File: config.mk
export PLATFORM = sky130hd
export DESIGN_NAME = dec_serializer
export DESIGN_NICKNAME = d
export VERILOG_FILES = /design/src/rtl/dec_ser_pkg.sv /design/src/rtl/dec_ser_fifo.sv /design/src/rtl/dec_serializer.sv
export SDC_FILE = /design/constraint.sdc
export NUM_CORES = 1
export LEC_CHECK = 0
export BUFFER_PORTS_ARGS = -buffer_cell sky130_fd_sc_hd__buf_2
export CAP_MARGIN = 20
export CORE_MARGIN = 8
export CORE_UTILIZATION = 55
export DETAILED_ROUTE_END_ITERATION = 7
export PLACE_DENSITY_LB_ADDON = 0.3
export SETUP_SLACK_MARGIN = 0.1
export SLEW_MARGIN = 20
export SYNTH_ARGS = -nofsm -noshare
export SYNTH_HDL_FRONTEND = slang
export SYNTH_SLANG_ARGS = --single-unit
File: constraint.sdc
create_clock -name clk -period 3.5 [get_ports clk]
set_clock_uncertainty 0.15 [all_clocks]
set_input_delay 0.35 -clock clk [delete_from_list [all_inputs] [get_ports clk]]
set_output_delay 0.35 -clock clk [all_outputs]
set_load 0.02 [all_outputs]
File: src/rtl/dec_ser_pkg.sv
`default_nettype none
// ============================================================================
// Module   : dec_ser_pkg
// Purpose  : Shared constants, FSM state type and frame-length helper for
//            dec_serializer. Frame length grows by one when DEC_SER_PARITY_EN
//            is defined.
// Revision : 1.0 - initial release
// ============================================================================
package dec_ser_pkg;

    localparam int c_DEF_DATA_W     = 8;
    localparam int c_DEF_FIFO_DEPTH = 4;

    typedef enum logic [0:0] {
        ST_IDLE  = 1'b0,
        ST_SHIFT = 1'b1
    } state_t;

    function automatic int frame_len(input int data_w);
`ifdef DEC_SER_PARITY_EN
        return data_w + 1;
`else
        return data_w;
`endif
    endfunction

endpackage
`default_nettype wire

File: src/rtl/dec_ser_fifo.sv
`default_nettype none
// ============================================================================
// Module   : dec_ser_fifo
// Purpose  : Synchronous FIFO with push/pop, full/empty flags and occupancy.
// Revision : 1.0 - initial release
// ============================================================================
module dec_ser_fifo #(
    parameter int DATA_W = 8,
    parameter int DEPTH  = 4
) (
    input  logic                     clk,
    input  logic                     rst,
    input  logic                     push,
    input  logic                     pop,
    input  logic [DATA_W-1:0]        wdata,
    output logic [DATA_W-1:0]        rdata,
    output logic                     full,
    output logic                     empty,
    output logic [$clog2(DEPTH):0]   count
);

    localparam int c_PTR_W = $clog2(DEPTH);
    localparam int c_CNT_W = c_PTR_W + 1;

    logic [DATA_W-1:0]  r_mem [DEPTH];
    logic [c_PTR_W-1:0] r_wr_ptr;
    logic [c_PTR_W-1:0] r_rd_ptr;
    logic [c_CNT_W-1:0] r_count;
    logic               w_push;
    logic               w_pop;

    assign w_push = push && !full;
    assign w_pop  = pop && !empty;

    always_ff @(posedge clk or negedge rst) begin
        if (!rst) begin
            r_wr_ptr <= '0;
            r_rd_ptr <= '0;
            r_count  <= '0;
        end else begin
            if (w_push) r_wr_ptr <= r_wr_ptr + c_PTR_W'(1);
            if (w_pop)  r_rd_ptr <= r_rd_ptr + c_PTR_W'(1);
            case ({w_push, w_pop})
                2'b10:   r_count <= r_count + c_CNT_W'(1);
                2'b01:   r_count <= r_count - c_CNT_W'(1);
                default: r_count <= r_count;
            endcase
        end
    end

    // Storage carries no reset so it can map onto plain register files.
    always_ff @(posedge clk) begin
        if (w_push) r_mem[r_wr_ptr] <= wdata;
    end

    assign rdata = r_mem[r_rd_ptr];
    assign full  = (r_count == c_CNT_W'(DEPTH));
    assign empty = (r_count == '0);
    assign count = r_count;

endmodule
`default_nettype wire

File: src/rtl/dec_serializer.sv
`default_nettype none
// ============================================================================
// Module   : dec_serializer
// Purpose  : Buffers decoded words and shifts them out LSB-first with
//            first/last frame markers. Define DEC_SER_PARITY_EN to append an
//            even-parity bit to every frame.
// Revision : 1.0 - initial release
// ============================================================================
module dec_serializer
    import dec_ser_pkg::*;
#(
    parameter int DATA_W     = c_DEF_DATA_W,
    parameter int FIFO_DEPTH = c_DEF_FIFO_DEPTH
) (
    input  logic              clk,
    input  logic              rst,
    input  logic              in_valid,
    output logic              in_ready,
    input  logic [DATA_W-1:0] data_in,
    input  logic              ser_ready,
    output logic              ser_valid,
    output logic              ser_out,
    output logic              ser_first,
    output logic              ser_last
);

    localparam int c_FRAME_LEN = frame_len(DATA_W);
    localparam int c_CNT_W     = $clog2(c_FRAME_LEN + 1);
    localparam int c_FCNT_W    = $clog2(FIFO_DEPTH) + 1;
    localparam logic [c_CNT_W-1:0]  c_LAST_BIT  = c_CNT_W'(c_FRAME_LEN - 1);
    localparam logic [c_FCNT_W-1:0] c_FIFO_FULL = c_FCNT_W'(FIFO_DEPTH);

    state_t                   r_state,     w_state_nxt;
    logic [c_FRAME_LEN-1:0]   r_shift,     w_shift_nxt;
    logic [c_CNT_W-1:0]       r_bit_cnt,   w_bit_cnt_nxt;
    logic                     r_ser_valid, w_ser_valid_nxt;
    logic                     r_ser_first, w_ser_first_nxt;
    logic                     r_ser_last,  w_ser_last_nxt;
    logic                     r_in_ready;

    logic [DATA_W-1:0]        w_fifo_data;
    logic [c_FRAME_LEN-1:0]   w_frame;
    logic [c_FCNT_W-1:0]      w_count;
    logic [c_FCNT_W-1:0]      w_count_nxt;
    logic [c_CNT_W-1:0]       w_cnt_inc;
    logic                     w_full;
    logic                     w_empty;
    logic                     w_push;
    logic                     w_pop;
    logic                     w_accept;

`ifdef DEC_SER_PARITY_EN
    assign w_frame = {^w_fifo_data, w_fifo_data};
`else
    assign w_frame = w_fifo_data;
`endif

    assign w_push    = in_valid && r_in_ready && !w_full;
    assign w_accept  = r_ser_valid && ser_ready;
    assign w_cnt_inc = r_bit_cnt + c_CNT_W'(1);

    dec_ser_fifo #(
        .DATA_W (DATA_W),
        .DEPTH  (FIFO_DEPTH)
    ) u_fifo (
        .clk   (clk),
        .rst   (rst),
        .push  (w_push),
        .pop   (w_pop),
        .wdata (data_in),
        .rdata (w_fifo_data),
        .full  (w_full),
        .empty (w_empty),
        .count (w_count)
    );

    // in_ready tracks the occupancy the FIFO will have after this edge.
    assign w_count_nxt = w_count + c_FCNT_W'(w_push) - c_FCNT_W'(w_pop);

    always_comb begin
        w_state_nxt     = r_state;
        w_shift_nxt     = r_shift;
        w_bit_cnt_nxt   = r_bit_cnt;
        w_ser_valid_nxt = r_ser_valid;
        w_ser_first_nxt = r_ser_first;
        w_ser_last_nxt  = r_ser_last;
        w_pop           = 1'b0;
        case (r_state)
            ST_IDLE: begin
                if (!w_empty) begin
                    w_pop           = 1'b1;
                    w_state_nxt     = ST_SHIFT;
                    w_shift_nxt     = w_frame;
                    w_bit_cnt_nxt   = '0;
                    w_ser_valid_nxt = 1'b1;
                    w_ser_first_nxt = 1'b1;
                    w_ser_last_nxt  = (c_FRAME_LEN == 1);
                end
            end
            ST_SHIFT: begin
                if (w_accept) begin
                    if (r_bit_cnt == c_LAST_BIT) begin
                        if (!w_empty) begin
                            // Reload on the closing edge so frames run back-to-back.
                            w_pop           = 1'b1;
                            w_shift_nxt     = w_frame;
                            w_bit_cnt_nxt   = '0;
                            w_ser_first_nxt = 1'b1;
                            w_ser_last_nxt  = (c_FRAME_LEN == 1);
                        end else begin
                            w_state_nxt     = ST_IDLE;
                            w_shift_nxt     = '0;
                            w_bit_cnt_nxt   = '0;
                            w_ser_valid_nxt = 1'b0;
                            w_ser_first_nxt = 1'b0;
                            w_ser_last_nxt  = 1'b0;
                        end
                    end else begin
                        w_shift_nxt     = r_shift >> 1;
                        w_bit_cnt_nxt   = w_cnt_inc;
                        w_ser_first_nxt = 1'b0;
                        w_ser_last_nxt  = (w_cnt_inc == c_LAST_BIT);
                    end
                end
            end
            default: w_state_nxt = ST_IDLE;
        endcase
    end

    always_ff @(posedge clk or negedge rst) begin
        if (!rst) begin
            r_state     <= ST_IDLE;
            r_shift     <= '0;
            r_bit_cnt   <= '0;
            r_ser_valid <= 1'b0;
            r_ser_first <= 1'b0;
            r_ser_last  <= 1'b0;
            r_in_ready  <= 1'b0;
        end else begin
            r_state     <= w_state_nxt;
            r_shift     <= w_shift_nxt;
            r_bit_cnt   <= w_bit_cnt_nxt;
            r_ser_valid <= w_ser_valid_nxt;
            r_ser_first <= w_ser_first_nxt;
            r_ser_last  <= w_ser_last_nxt;
            r_in_ready  <= (w_count_nxt != c_FIFO_FULL);
        end
    end

    assign in_ready  = r_in_ready;
    assign ser_valid = r_ser_valid;
    assign ser_out   = r_shift[0];
    assign ser_first = r_ser_first;
    assign ser_last  = r_ser_last;

endmodule
`default_nettype wire

==> results.md <==
* GR Util All Layers at 0.139
* Mux cell area share after synthesis at 0.0784
* TritonCTS Buffers at 5
* Synth Cell Area at 0.00243 sq mm
* Async S/R FF share, synth at 0.429
* Total gr overflow at 0
* Largest net degree at the start of global routing at 25
* Full die area at 0.00679 sq mm
* Fmax at 344 MHz
* Inserted Diodes at 0
* Hold Startpoint: data_in[7]
* Post-CTS sizing at 0
* CTS Buffer Depth at 2
* Worst hold path class: in -> reg
* Clk root buf: clkbuf_8
* Setup violators final at 0
* Routed wire per std cell at 17.3 um
* Via count at 1346
* Pins over their slew limit at 0
* Power density cells at 782 mW/mm^2
* Flops & latches, synth at 56
* XOR/XNOR Fraction of Synth Area at 0.0361
* Worst setup startpoint: r_bit_cnt[1]$_DFFE_PN0P_
* Synth Area in Simple Gates at 0.0871
* Vias in the first global route at 1441
* Sink Count at 56
* Status: complete, no violations
* Nets at 208
* Initial DRC Count at 108
* Worst R2R Start: r_bit_cnt[1]$_DFFE_PN0P_
* Share of cells above drive strength 1 at 0.194
* Synth Area in Compound Gates at 0.0655
* Clock transition at path regs at 100 ps
* Setup TNS at 0 ps
* Tot Pwr at 2070 uW
* Syn nets at approximately 190
* Minimum clock period at roughly 2900 ps
* Avg Inst Size Synth at 14.7 sq um
* Initial Util at 0.565
* CTS tree: built
* Leakage power at 0.00105 uW
* # DRC at 0
* I/O pin total at 17
* Sequential area share after synthesis at 0.643
* Core Area at ~0.0043 sq mm
* # port buffers at 16
* Mapped Cells at roughly 170
* Final period util at 0.831
* Critical path arrival at a little under 3000 ps
* Crit end category: register
* Routed WL at between 4 and 5 mm
* Unrepaired setup endpoints after global routing: no
* Die height at 82.4 um
* VDD IR-drop max at 442 uV
* Post-synthesis adder-cell area fraction at 0.0629
* Ys Warns at 0
* RD Place Congestion at approximately 0.75
* Maxcap violations at 0
* ANT nets after route at 0
* Worst Setup Start Kind: register
* Layout overhead on the synthesized area at 8.97%
* Detailed Routing Iterations Pass 1 at 4
* Slew of the pin with the lowest slew margin at 602 ps
* Dominant combinational cell family by area after synthesis: simple AND/OR/NAND/NOR gates
* # fillers at around 320
* Std-Cell Rows at 24
* Post-synth EDFFs at 32
* Initial antenna violation count at 0
* Post-DP HPWL at 2.95 mm
* Final hold violations at 0
* Via density at ~5.7
* Die W at between 80 and 90 um
* Clk_lat worst skew at ~310 ps
* Distinct cell type count after synthesis at 34
* Rel. slew slack at 0.598
* Crit path max fanout at 5
* Synth Flop Type: edfxtp_1
* H-tree depth at 2
* Worst EP required at 3540 ps
* First-pass GRT wire length at 6.98 mm
* Critical Setup Path Class: reg -> reg
## cell type report
| type | instances | area (sq um) | area share |
|---|---|---|---|
| Tap cell | 52 | 65.1 | 0.0246 |
| Inverter | 9 | 33.8 | 0.0128 |
| Sequential cell | 56 | 1560 | 0.590 |
| Timing Repair Buffer | 18 | 97.6 | 0.0369 |
| Clock inverter | 2 | 13.8 | 0.00520 |
| Multi-Input combinational cell | 95 | 801 | 0.303 |
| Clock buffer | 6 | 72.6 | 0.0274 |
## synthesized netlist by cell type, types with 2 or more instances
| master | number | area share |
|---|---|---|
| nand3b_1 | 2 | 0.0062 |
| and2_1 | 6 | 0.015 |
| dfrtp_1 | 24 | 0.25 |
| a21o_1 | 2 | 0.0062 |
| ha_1 | 9 | 0.046 |
| fa_1 | 2 | 0.016 |
| nand3_1 | 2 | 0.0041 |
| mux4_2 | 8 | 0.074 |
| nand2_1 | 8 | 0.012 |
| o21ai_0 | 4 | 0.0082 |
| nor2_1 | 20 | 0.031 |
| inv_1 | 9 | 0.014 |
| o21ai_1 | 3 | 0.0062 |
| edfxtp_1 | 32 | 0.40 |
| xnor2_1 | 6 | 0.022 |
| a221oi_1 | 7 | 0.025 |
| xor2_1 | 4 | 0.014 |
## where the power goes
group / total (uW) / leakage, uW / switching (uW) / internal [uW]
logic: 661 / 0.000429 / 345 / 316
registers: 1070 / 0.000571 / 170 / 896
clock network: 339 / 0.0000456 / 196 / 143
total: 2070 / 0.00105 / 712 / 1360
## cell families (layout without fill, tap and decap cells)
group	Yosys count	count (layout)
AOI/OAI and AO/OA	22	22
xor gates and xnor gates	10	10
adders and majority gates	11	11
buffers and inverters	14	35
DFF	56	56
muxes	9	9
and+or+nand+nor	43	43
## worst max-delay path, stage by stage (launching register included)
cell	delay, ps
dfrtp_1	450
ha_1	240
nand3b_1	170
o21ai_1	140
nor2b_1	170
ha_1	290
inv_1	40
ha_1	190
fa_1	390
xnor2_1	150
xnor2_1	120
or3_1	300
## placed cells by master, fill, tap and decap left out, drive strengths merged
cell type     n
a21o          2
and2          6
a21oi         1
fa            2
nor2b         2
nand2         8
buf          17
edfxtp       32
ha            9
mux4          8
nand3         2
dfrtp        24
nor3          1
clkinv        1
xnor2         6
a32o          1
clkbuf        6
mux2i         1
nand2b        1
xor2          4
o21ai         8
a221oi        7
a22o          1
nor2         20
o21a          1
inv          10
a31oi         1
or3           1
nand3b        2
dlygate4sd3   1
## path summary, 6_finish.rpt
check	end	cells past startpoint	slack [ps]
max	in_ready$_DFF_PN0_	11	590
min	u_fifo.r_mem[1][7]$_DFFE_PP_	1	100
max reg2reg	in_ready$_DFF_PN0_	11	590
min reg2reg	ser_first$_DFFE_PN0P_	1	350
max in group asynchronous	r_shift[7]$_DFFE_PN0P_	2	2430
min in group asynchronous	r_bit_cnt[0]$_DFFE_PN0P_	2	400
## per-stage QoR
stage          cells  hold slack [ps]  setup slack, ps   util  instance area [sq um]
2_1_floorplan    165            -95.6              773      -                   2430
3_3_place_gp     229              198              735  0.594                   2550
3_5_place_dp     229              212              617  0.594                   2550
4_1_cts          238             93.1              603  0.616                   2650
5_1_grt          238             88.2              411  0.616                   2650
6_report         238              102              590  0.616                   2650
## routing by layer
metal | track usage | wire length (um) | vias to the layer above
li1 | - | - | 633
met1 | 0.169 | 1780 | 676
met2 | 0.225 | 2110 | 32
met3 | 0.0357 | 191 | 5
met4 | 0.0667 | 54 | 0
met5 | 0 | 0 | -
## what timing repair did
action | in CTS | in global routing
setup endpoints to repair | 0 | 0
hold buffers | 1 | 0
buffers inserted | 0 | 0
hold endpoints to repair | 24 | 0
## registers in the layout, summed over array words and instances, names as in the netlist
signal and flops:
in_ready 1, r_bit_cnt 4, r_shift 8, r_state 1, ser_first 1, ser_last 1, ser_valid 1, u_fifo.count 3
u_fifo.r_mem 32, u_fifo.r_rd_ptr 2, u_fifo.r_wr_ptr 2
No activity file was read; power rests on OpenSTA's default activity.
